File: config.mk
export PLATFORM = sky130hd
export DESIGN_NAME = fault_cov_monitor
export DESIGN_NICKNAME = d
export VERILOG_FILES = /design/src/rtl/fault_cov_monitor.sv
export SDC_FILE = /design/constraint.sdc
export NUM_CORES = 1
export LEC_CHECK = 0
export ABC_AREA = 1
export BUFFER_PORTS_ARGS = -buffer_cell sky130_fd_sc_hd__buf_4
export CORE_ASPECT_RATIO = 0.7
export CORE_MARGIN = 10
export CORE_UTILIZATION = 51
export CTS_CLUSTER_SIZE = 40
export DETAILED_ROUTE_END_ITERATION = 10
export PLACE_DENSITY = 0.76
export SLEW_MARGIN = 40
export SYNTH_ARGS = -nofsm -noshare
export SYNTH_HDL_FRONTEND = slang
export SYNTH_SLANG_ARGS = --single-unit
File: constraint.sdc
create_clock -name clk -period 1.4 [get_ports clk]
set_input_delay 0.07 -clock clk [delete_from_list [all_inputs] [get_ports clk]]
set_output_delay 0.07 -clock clk [all_outputs]
set_load 0.01 [all_outputs]
File: src/rtl/fault_cov_monitor.sv
`default_nettype none
// ============================================================================
// Module   : fault_cov_monitor
// Brief    : Per-fault pattern sweep controller that tallies detected and
//            undetected injected faults by comparing faulty vs fault-free CUT.
// Revision : 1.0
// ============================================================================
module fault_cov_monitor #(
    parameter int OUT_BITS = 2,
    parameter int NUM_PAT  = 32,
    parameter int PAT_W    = 8,
    parameter int CNT_W    = 8
) (
    input  logic                clk,
    input  logic                rst,
    input  logic                start,
    input  logic [OUT_BITS-1:0] CUT_OP,
    input  logic [OUT_BITS-1:0] FF_OP,
    input  logic                FIL_END,
    output logic                FIL_INC,
    output logic                PAT_EN,
    output logic [CNT_W-1:0]    DET_CNT,
    output logic [CNT_W-1:0]    UNDET_CNT,
    output logic [CNT_W-1:0]    FAULT_CNT,
    output logic                busy,
    output logic                done
);

    typedef enum logic [2:0] {
        S_IDLE   = 3'd0,
        S_RUN    = 3'd1,
        S_NEXT   = 3'd2,
        S_SETTLE = 3'd3,
        S_DONE   = 3'd4
    } state_t;

    localparam logic [PAT_W-1:0] c_last_pat = PAT_W'(NUM_PAT - 1);
    localparam logic [PAT_W-1:0] c_pat_one  = PAT_W'(1);
    localparam logic [CNT_W-1:0] c_cnt_max  = '1;
    localparam logic [CNT_W-1:0] c_cnt_one  = CNT_W'(1);

    state_t           r_state;
    state_t           w_state_nxt;
    logic [PAT_W-1:0] r_pat_cnt;
    logic             r_detected;
    logic [CNT_W-1:0] r_det_cnt;
    logic [CNT_W-1:0] r_undet_cnt;
    logic [CNT_W-1:0] r_fault_cnt;
    logic             w_mismatch;
    logic             w_last_pat;

    function automatic logic [CNT_W-1:0] sat_inc(input logic [CNT_W-1:0] v);
        return (v == c_cnt_max) ? v : v + c_cnt_one;
    endfunction

    assign w_mismatch = |(CUT_OP ^ FF_OP);
    assign w_last_pat = (r_pat_cnt == c_last_pat);

    always_ff @(posedge clk or negedge rst) begin
        if (!rst) r_state <= S_IDLE;
        else      r_state <= w_state_nxt;
    end

    // Mismatch is tested before exhaustion so a hit on the final pattern is detected.
    always_comb begin
        w_state_nxt = r_state;
        case (r_state)
            S_IDLE, S_DONE: if (start) w_state_nxt = S_RUN;
            S_RUN:          if (w_mismatch || w_last_pat) w_state_nxt = S_NEXT;
            S_NEXT:         w_state_nxt = FIL_END ? S_DONE : S_SETTLE;
            S_SETTLE:       w_state_nxt = S_RUN;
            default:        w_state_nxt = S_IDLE;
        endcase
    end

    always_ff @(posedge clk or negedge rst) begin
        if (!rst) begin
            r_pat_cnt   <= '0;
            r_detected  <= 1'b0;
            r_det_cnt   <= '0;
            r_undet_cnt <= '0;
            r_fault_cnt <= '0;
        end else begin
            case (r_state)
                S_IDLE, S_DONE: begin
                    if (start) begin
                        r_pat_cnt   <= '0;
                        r_det_cnt   <= '0;
                        r_undet_cnt <= '0;
                        r_fault_cnt <= '0;
                    end
                end
                S_RUN: begin
                    if (w_mismatch)      r_detected <= 1'b1;
                    else if (w_last_pat) r_detected <= 1'b0;
                    else                 r_pat_cnt  <= r_pat_cnt + c_pat_one;
                end
                S_NEXT: begin
                    r_fault_cnt <= sat_inc(r_fault_cnt);
                    if (r_detected) r_det_cnt   <= sat_inc(r_det_cnt);
                    else            r_undet_cnt <= sat_inc(r_undet_cnt);
                end
                S_SETTLE: r_pat_cnt <= '0;
                default: ;
            endcase
        end
    end

    // Control outputs decode state only; FIL_END is the sole non-state term.
    assign PAT_EN    = (r_state == S_RUN);
    assign busy      = (r_state == S_RUN) || (r_state == S_NEXT) || (r_state == S_SETTLE);
    assign done      = (r_state == S_DONE);
    assign FIL_INC   = (r_state == S_NEXT) && !FIL_END;
    assign DET_CNT   = r_det_cnt;
    assign UNDET_CNT = r_undet_cnt;
    assign FAULT_CNT = r_fault_cnt;

endmodule
`default_nettype wire

Yosys cells after proc, flatten, opt, wreduce, memory -nomap -nowiden
Index checks and enable logic that the tools add are counted.
Word-level totals
  word-level logic and storage cells: 63
  output and inout port bits: 28
  input bits: 8
  bits in registers: 36
Operators by class
  reductions and logical operators: 17
  add/sub/neg operators: 4
  bitwise gates (word level): 1
  eq/ne operators: 17
  mux-type cells: 18
Operators by type and width (count)
  2-to-1 mux 8 bit: 8
  one-hot mux 8 bit (2 select lines): 3
  adder 8 x 1 -> 8 bit, second input constant: 4
  equality test 8 bit, second input constant: 3
  one-hot mux 8 bit (3 select lines): 1
  inequality test 2 bit, second input constant: 8
  one-hot mux 3 bit (4 select lines): 1
  AND reduction 4 bit: 3
  2-to-1 mux 3 bit: 3
  equality test 8 x 5 -> 1 bit, second input constant: 1
  equality test 3 x 2 -> 1 bit, second input constant: 2
  AND reduction 2 bit: 2
  nonzero test 2 bit: 2
  OR reduction 2 bit: 2
  equality test 3 x 1 -> 1 bit, second input constant: 1
  equality test 3 bit, second input constant: 1
  zero test 3 bit: 1
  logical OR 1 bit: 3
  AND reduction 3 bit: 1
  nonzero test 3 bit: 1
  2-to-1 mux 1 bit: 2
  inequality test 2 x 1 -> 1 bit, second input constant: 1
  XOR 2 bit: 1
  logical AND 1 bit: 1
  zero test 1 bit: 1

Logic depth before layout (Yosys ltp)
Gate-level depths: netlist (run 1).
  depth after elaboration: 5
  mapped depth: 10
  gate-level depth less buffers: 10

Least setup slack after synthesis (run 1)
OpenSTA, ideal clock, no wires.
  path type: reg-to-reg
  start: reg r_undet_cnt[0], in the netlist UNDET_CNT[0]
  end: reg r_undet_cnt[2], in the netlist UNDET_CNT[2]
  required time: 1317 ps
  clock period less this slack: 1388 ps
  data arrival time: 1305 ps
  setup slack: 12 ps
  path buffers: 1
  stages on the path, launching flop included: 7
  library setup time: 83 ps
  cell sequence: dfrtp_1 > ha_1 > nand3_1 > o21ai_2 > buf_2 > nand3_1 > o21ai_0
Between the ends
  cells in the longest elaborated chain, start to end: 4
  elaborated cells between the ends (all ways): 7
  classes of those cells: 1 x add/sub; 2 x eq/ne; 3 x mux; 1 x reduce/logical
RTL lines
  start: declaration: line 47  | logic [CNT_W-1:0] r_undet_cnt;
  start signal: assignment: line 101  | else r_undet_cnt <= sat_inc(r_undet_cnt);
  adder 8 x 1 -> 8 bit: line 53  | return (v == c_cnt_max) ? v : v + c_cnt_one;
  2-to-1 mux 8 bit: line 53
  2-to-1 mux 8 bit: line 100  | if (r_detected) r_det_cnt <= sat_inc(r_det_cnt);
  one-hot mux 8 bit (2 select lines): line 84  | case (r_state)
Parallel ways exist; a longest one is shown, timed or not. The select of a mux whose other input is x is not followed.
A chain may end at the register's enable or synchronous reset.

Worst setup path after layout (run 1)
  start: reg r_state[2]
  end: reg r_fault_cnt[5], in the netlist FAULT_CNT[5]
Between the ends
  cells in the longest elaborated chain, start to end: 4
  elaborated cells between the ends (all ways): 9
  classes of those cells: 4 x eq/ne; 1 x mux; 4 x reduce/logical
RTL lines
  start: declaration: line 42  | state_t r_state;
  start signal: assignment: line 61  | else r_state <= w_state_nxt;
  equality test 3 bit or zero test 3 bit (tied branches): line 84
  OR reduction 2 bit: line 84
  inequality test 2 bit (no source line) or nonzero test 2 bit (tied branches)
  AND reduction 3 bit (no source line)
  end signal: assignment: line 99  | r_fault_cnt <= sat_inc(r_fault_cnt);
  end: declaration: line 48  | logic [CNT_W-1:0] r_fault_cnt;
Parallel ways exist; a longest one is shown, timed or not.

==> results of run 1 <==
-- worst min-delay path, stage by stage --
cell and delay [ns]:
buf_4 0.12, nand2_1 0.06, nand2_1 0.05
-- placed cells by master, fill, tap and decap left out, drive strengths merged --
| cell | Yosys | layout |
|---|---|---|
| nand2 | 123 | 124 |
| buf | 3 | 70 |
| nor2 | 43 | 43 |
| inv | 39 | 39 |
| dfrtp | 36 | 36 |
| nand3 | 29 | 29 |
| o21ai | 22 | 22 |
| clkbuf | 0 | 8 |
| xor2 | 5 | 5 |
| a21oi | 4 | 4 |
| ha | 4 | 4 |
| or2 | 3 | 3 |
| nor3 | 3 | 3 |
| xnor2 | 1 | 1 |
| o21a | 1 | 1 |
| nor3b | 1 | 1 |
| o21bai | 1 | 1 |
| nand4 | 1 | 1 |
| dlygate4sd3 | 0 | 1 |
-- Yosys cell counts (4+ instances only) --
library cell / instances / share of area (%)
nor2_1: 35 / 5.9
inv_2: 5 / 0.85
inv_1: 34 / 5.8
nand2_1: 119 / 20
ha_1: 4 / 2.3
xor2_1: 5 / 2.0
nor2_2: 5 / 1.4
o21ai_2: 6 / 2.4
dfrtp_1: 36 / 41
a21oi_1: 4 / 0.90
nand3_1: 28 / 6.3
o21ai_1: 4 / 0.90
o21ai_0: 12 / 2.7
-- sequential cells by signal (all words and copies together) (netlist names) --
name / count
DET_CNT: 8
FAULT_CNT: 8
UNDET_CNT: 8
r_detected: 1
r_pat_cnt: 8
r_state: 3
-- cells by family (layout without fill, tap and decap cells) --
family,after synthesis,after routing
simple gates,203,204
buf+inv,42,118
flops,36,36
compound gates,28,28
xor+xnor,6,6
fa+ha+maj,4,4
-- stage by stage --
| stage | instances | util [%] | setup TNS, ns |
|---|---|---|---|
| global placement | 430 | 67.0 | 0 |
| finish | 448 | 76.7 | -0.0849 |
| floorplan | 319 | - | 0 |
| global route | 448 | 76.7 | -1.15 |
| CTS | 441 | 70.8 | 0 |
| detailed placement | 430 | 67.0 | -0.146 |
-- worst max-delay path by stage --
stage | to | slack, ns | depth (start not counted)
3_3_place_gp | UNDET_CNT[4] | 0.03 | 8
5_1_grt | FAULT_CNT[5] | -0.10 | 9
6_report | FAULT_CNT[5] | -0.06 | 9
4_1_cts | DET_CNT[7] | 0.002 | 8
2_1_floorplan | UNDET_CNT[2] | 0.01 | 6
3_5_place_dp | FAULT_CNT[6] | -0.03 | 8
-- area by class of cell --
cell class	instances	area (sq um)
Timing Repair Buffer	71	554
Multi-Input combinational cell	242	1360
Fill cell	283	946
Sequential cell	36	905
Tap cell	52	65.1
Inverter	39	146
Clock buffer	8	90.1
-- repair_timing --
| action | in CTS | in global routing |
|---|---|---|
| cloned | 0 | 2 |
| endpoints found under the setup margin | 23 | 35 |
| hold endpoints to repair | 36 | 0 |
| pin swaps | 3 | 24 |
| setup buffers | 3 | 5 |
| hold buffers | 1 | 0 |
| resized for setup | 12 | 57 |
-- routing by layer --
layer | wire (microns) | vias up
li1 | - | 1145
met1 | 2830 | 1039
met2 | 2880 | 68
met3 | 359 | 10
met4 | 86 | 0
met5 | 0 | -
-- power by group through the flow --
stage               clock network, uW  registers [uW]  logic [uW]
floorplan                           0            1400        1130
global placement                    0            1330        1900
detailed placement                  0            1340        1930
CTS                               799            1330        2060
global route                      836            1390        2630
finish                            795            1370        2440
==> impl_results.md, run 1 <==
- Worst-path clk slew: 0.07 ns
- Worst setup EP type: register
- CORE AREA: 4070 sq um
- Max-cap violations: 0
- Vias per std cell: 5.05
- # clock sinks: 36
- Antenna viol nets, final: 0
- First-pass GRT wire length: 9.44 mm
- Placed Area: 2720 sq um
- DRT Pass-1 Iters: 4
- Post-route cell area: 3120 sq um
- CTS tree: yes
- # setup viols final: 4
- Synth Area in Adders: 2.26%
- Global route hottest layer: met2
- Depth of the CTS H-tree: 2
- Initial antenna violation count: 0
- Crit-path cells: inv_2 -> nand2_2 -> nor2_4 -> buf_6 -> nand2_1 -> nor2_2 -> nor2_4 -> nand3_2 -> nand2_1
- Slew @ Worst Pin: 0.482 ns
- CP peak stage delay: 0.40 ns
- Final Skew: 0.00417 ns
- Synth Net Count: 331
- CP startpoint kind: register
- Power per cell area: 1480 nW/um^2
- Clk root buf: clkbuf_8
- Die extent in y: 75.2 microns
- TritonCTS Buffers: 5
- Hold path cells: 3
- Row cnt: 19
- Int Power: 2600 uW
- Run status: complete, but fails checks
- Clock share of power: 17.3%
- Syn avg cell area: 6.95 sq um
- Ys Warns: 0
- Final #Nets: 407
- # IOs: 36
- Post-Route WL: 6.16 mm
- Yosys cell types: 26
- Switching part of the total: 43.5%
- Largest net degree at the start of global routing: 37
- Combinational power share: 53.0%
- Switching pwr: 2000 uW
- Die area: 7430 sq um
- Reg power frac: 29.7%
- Clock buffer depth: 2
- 1st-iter DRT viols: 90
- Predominant post-synthesis flop cell: dfrtp_1
- Die W: 98.8 microns
- Fmax: 0.686 GHz
- Via count: 2262
- M2 GR Usage: 25.2%
- CP bufs+invs: 2
- Routability congestion estimate: 0.879
- WHS: 0.0446 ns
- Share of layout cells above drive strength 1: 36.4%
- Post-Synth XOR/XNOR Area: 2.37%
- Buffers added on ports: 35
- WL per Instance: 13.7 microns
- FF-to-FF setup slack: -0.06 ns
- Grt met3 use: 4.20%
- Vias in the first global route: 2089
- Final Critical Period: 1.46 ns
- Worst Setup Slack, final: -0.0575 ns
- Max FO, Critical Path: 6
- Worst R2R End: FAULT_CNT[5]
- DR DRC count: 0
- WP data required: 1.59 ns
- Largest family of logic cells by synthesized area: simple AND/OR/NAND/NOR gates
- Post-synth EDFFs: 0
- Post-Syn Instances: 319
- Synth Cell Area: 2220 sq um
- Post-synthesis mux area share: 0%
- Max_slew headroom: 67.9%
- FF+latch count, synth: 36
- Ys async rst share: 100%
- Starting Density: 54.6%
- Final period utilization: 104%
- Area growth, synth to finish: 40.6%
- Simple-gate share of the synthesized area: 39.5%
- CP max stage cell: dfrtp_1
- Complex-gate fraction of the synthesized area: 7.56%
- Worst path top cell family by delay: simple AND/OR/NAND/NOR gates
- GRT met1 Usage: 19.6%
- Tot GR Track Use: 15.3%
- Worst Hold Launch: FIL_END
- Final max-slew violation count: 0
- Final Hold Viols: 0
- Hold EP: r_state[2]
- Hold Crit Class: input pin to register
- Critical Path Source: r_state[2]
- Sequential element share of the synthesized area: 40.6%
- Critical Path AT: 1.64 ns
- Overall power: 4610 uW
- Register-to-Register Path Depth: 9
- Antenna cells: 0
- Post-DP HPWL: 4.07 mm
- Failing checks: setup timing
- RSZ-0062 raised after global routing: yes
- Grt ovf: 0
- Clk_lat worst skew: 0.29 ns
- Max rail drop VDD: 850 uV
- Leakage: 0.00160 uW
- Worst Setup Path Type: register to register
- DP Worst Slack: -0.0336 ns
- Reg-to-reg startpoint: r_state[2]
Power figures use the tool's default switching activity.
==> run 2, diff against run 1 <==
- ABC_AREA: 1 -> unset
- BUFFER_PORTS_ARGS: -buffer_cell sky130_fd_sc_hd__buf_4 -> unset
- CORE_UTILIZATION: 51 -> 55
- DONT_BUFFER_PORTS: unset -> 1
- PLACE_DENSITY: 0.76 -> 0.73
==> impl_results.md, run 2 <==
- Run status: complete, but fails checks
- Failing checks: setup timing
- Leakage: 0.00141 uW
- Buffers added on ports: 0
- Post-synth top cells: dfrtp_1, nand2_1, nand3_1, o21ai_0, a21oi_1
- Post-synth EDFFs: 0
- Largest net degree at the start of global routing: 37
- Vias in the first global route: 2287
- Critical Path AT: 2.01 ns
- Final period utilization: 126%
- First-pass GRT wire length: 11.6 mm
- Grt ovf: 0
- Sequential Area: 907 sq um
- Commonest cells after routing, fill and taps aside: buf_4, dfrtp_1, nand2_1
- Hold Crit Class: input pin to register
- Final Hold Viols: 0
- Clk_lat worst skew: 0.32 ns
- Post-Route WL: 9.64 mm
- Worst Setup Slack, final: -0.361 ns
- Share of layout cells above drive strength 1: 51.8%
- Initial antenna violation count: 1
- Max_slew headroom: 67.3%
- Depth of the CTS H-tree: 2
- Filler instances: 130
- Clock buffer depth: 2
- Yosys cell types: 55
- Register-to-Register Path Depth: 7
- Routability congestion estimate: 0.899
- Vias per std cell: 7.34
- Synth Cell Area: 2060 sq um
- # setup viols final: 39
- Antenna viol nets, final: 0
- Fmax: 0.568 GHz
- Hold EP: r_state[0]
- Clk root buf: clkbuf_8
- TritonCTS Buffers: 5
- WP data required: 1.65 ns
- Non-Filler Instances: 360
- FF+latch count, synth: 36
- Switching pwr: 2410 uW
- Synth Net Count: 239
- Starting Density: 57.9%
- Sequential element share of the synthesized area: 43.7%
- DR DRC count: 0
- Int Power: 3020 uW
- Final Skew: 0.0142 ns
- 1st-iter DRT viols: 251
- Worst setup EP type: register
- CP startpoint kind: register
- Tot GR Track Use: 21.4%
- Synth area leaders: dfrtp_1, nand3_1, o21ai_0
- Area share of the largest cell type after synthesis: 43.7%
- CORE AREA: 3560 sq um
- Die area: 6640 sq um
- Via count: 2644
- Ys async rst share: 100%
- Setup TNS Final: -8.05 ns
- Largest area contributor in the netlist: dfrtp_1
- CTS tree: yes
- Final #Nets: 320
- WL per Instance: 26.8 microns
- Clock share of power: 14.5%
- Power per cell area: 1660 nW/um^2
- Most common cell in the netlist: dfrtp_1
- Row cnt: 18
- Worst-path clk slew: 0.09 ns
- FF-to-FF setup slack: -0.36 ns
- Overall power: 5430 uW
- Final max-slew violation count: 0
- Final Critical Period: 1.76 ns
- Worst Hold Launch: start
- Slew @ Worst Pin: 0.490 ns
- RSZ-0062 raised after global routing: yes
- # clock sinks: 36
- Reg-to-reg startpoint: r_state[0]
- Max-cap violations: 0
- Predominant post-synthesis flop cell: dfrtp_1
- Placed cells: 332
- DRT Pass-1 Iters: 5
- Max rail drop VDD: 1110 uV
- Worst Setup Path Type: register to register
- WHS: 0.145 ns
- Combinational power share: 58.1%
- Syn avg cell area: 9.08 sq um
- Reg power frac: 27.4%
- Switching part of the total: 44.3%
- Ys Warns: 0
- Post-Syn Instances: 227
- Area growth, synth to finish: 58.8%
- Die W: 93.2 microns
- # IOs: 36
- Worst R2R End: DET_CNT[6]
- Max FO, Critical Path: 7
- Die extent in y: 71.2 microns
- Most common cell after layout, fill and taps aside: buf_4
- Post-DP HPWL: 4.58 mm
- Hold path cells: 3
- Multi-input logic area: 1480 sq um
## run 2: layer usage
metal  GRT usage [%]  vias to the layer above  part of all wire (%)
met2            34.9                      276                    46
met5               0                        -                     0
met1            25.4                     1250                    35
met3            7.49                       84                    12
met4            8.70                        0                   6.8
li1                -                     1034                     -
## run 2: per-stage QoR
step	utilization [%]	area, sq um	setup slack [ns]
2_1_floorplan	-	2170	-0.262
3_3_place_gp	74.1	2640	-0.211
3_5_place_dp	74.1	2640	-0.271
4_1_cts	83.3	2970	-0.200
5_1_grt	92.0	3270	-0.374
6_report	92.0	3270	-0.361
## run 2: final cells by class
type | count | share of cell area (%)
inverter | 6 | 0.917
tap | 50 | 1.91
clock buffer | 7 | 2.33
multi-input combinational | 176 | 45.2
clock inverter | 1 | 0.153
antenna | 1 | 0.0764
sequential | 36 | 27.7
timing repair buffer | 83 | 21.7
## run 2: what timing repair did
| action | 4_1_cts | 5_1_grt |
|---|---|---|
| resized for setup | 43 | 59 |
| gates cloned | 1 | 0 |
| pin swaps | 24 | 22 |
| hold buffers | 4 | 0 |
| buffers inserted | 7 | 7 |
| endpoints found under the hold margin | 38 | 0 |
| setup endpoints to repair | 38 | 39 |
## run 2: cell families after synthesis
| logic type | after synthesis | share of synthesized area [%] |
|---|---|---|
| flops | 36 | 43.7 |
| compound gates | 71 | 23.5 |
| buf+inv | 16 | 3.64 |
| fa+ha+maj | 4 | 2.43 |
| xor+xnor | 2 | 0.850 |
| simple gates | 98 | 25.8 |
## run 2: worst max-delay path, cell delays in order, from the launching register on
cell and delay (ns):
dfrtp_2 0.49, buf_4 0.17, nor3b_4 0.29, buf_6 0.16
buf_4 0.14, o21ai_0 0.15, nand2_1 0.15, o22a_1 0.15
## run 2: how the worst max path moves through the flow
stage	start	endpoint	slack (ns)	depth (start not counted)
3_5_place_dp	r_state[0]	r_pat_cnt[2]	-0.27	5
5_1_grt	FAULT_CNT[0]	FAULT_CNT[6]	-0.37	5
3_3_place_gp	r_pat_cnt[0]	r_pat_cnt[2]	-0.21	6
4_1_cts	r_pat_cnt[1]	r_state[1]	-0.20	5
2_1_floorplan	r_pat_cnt[1]	r_state[1]	-0.26	6
6_report	r_state[0]	DET_CNT[6]	-0.36	7
## run 2: power by group through the flow
stage | Clock (uW) | Combinational, uW | Sequential, uW
3_3_place_gp | 0 | 1940 | 1420
2_1_floorplan | 0 | 1070 | 1550
4_1_cts | 751 | 2310 | 1430
3_5_place_dp | 0 | 2020 | 1430
6_report | 788 | 3160 | 1490
5_1_grt | 822 | 3230 | 1500
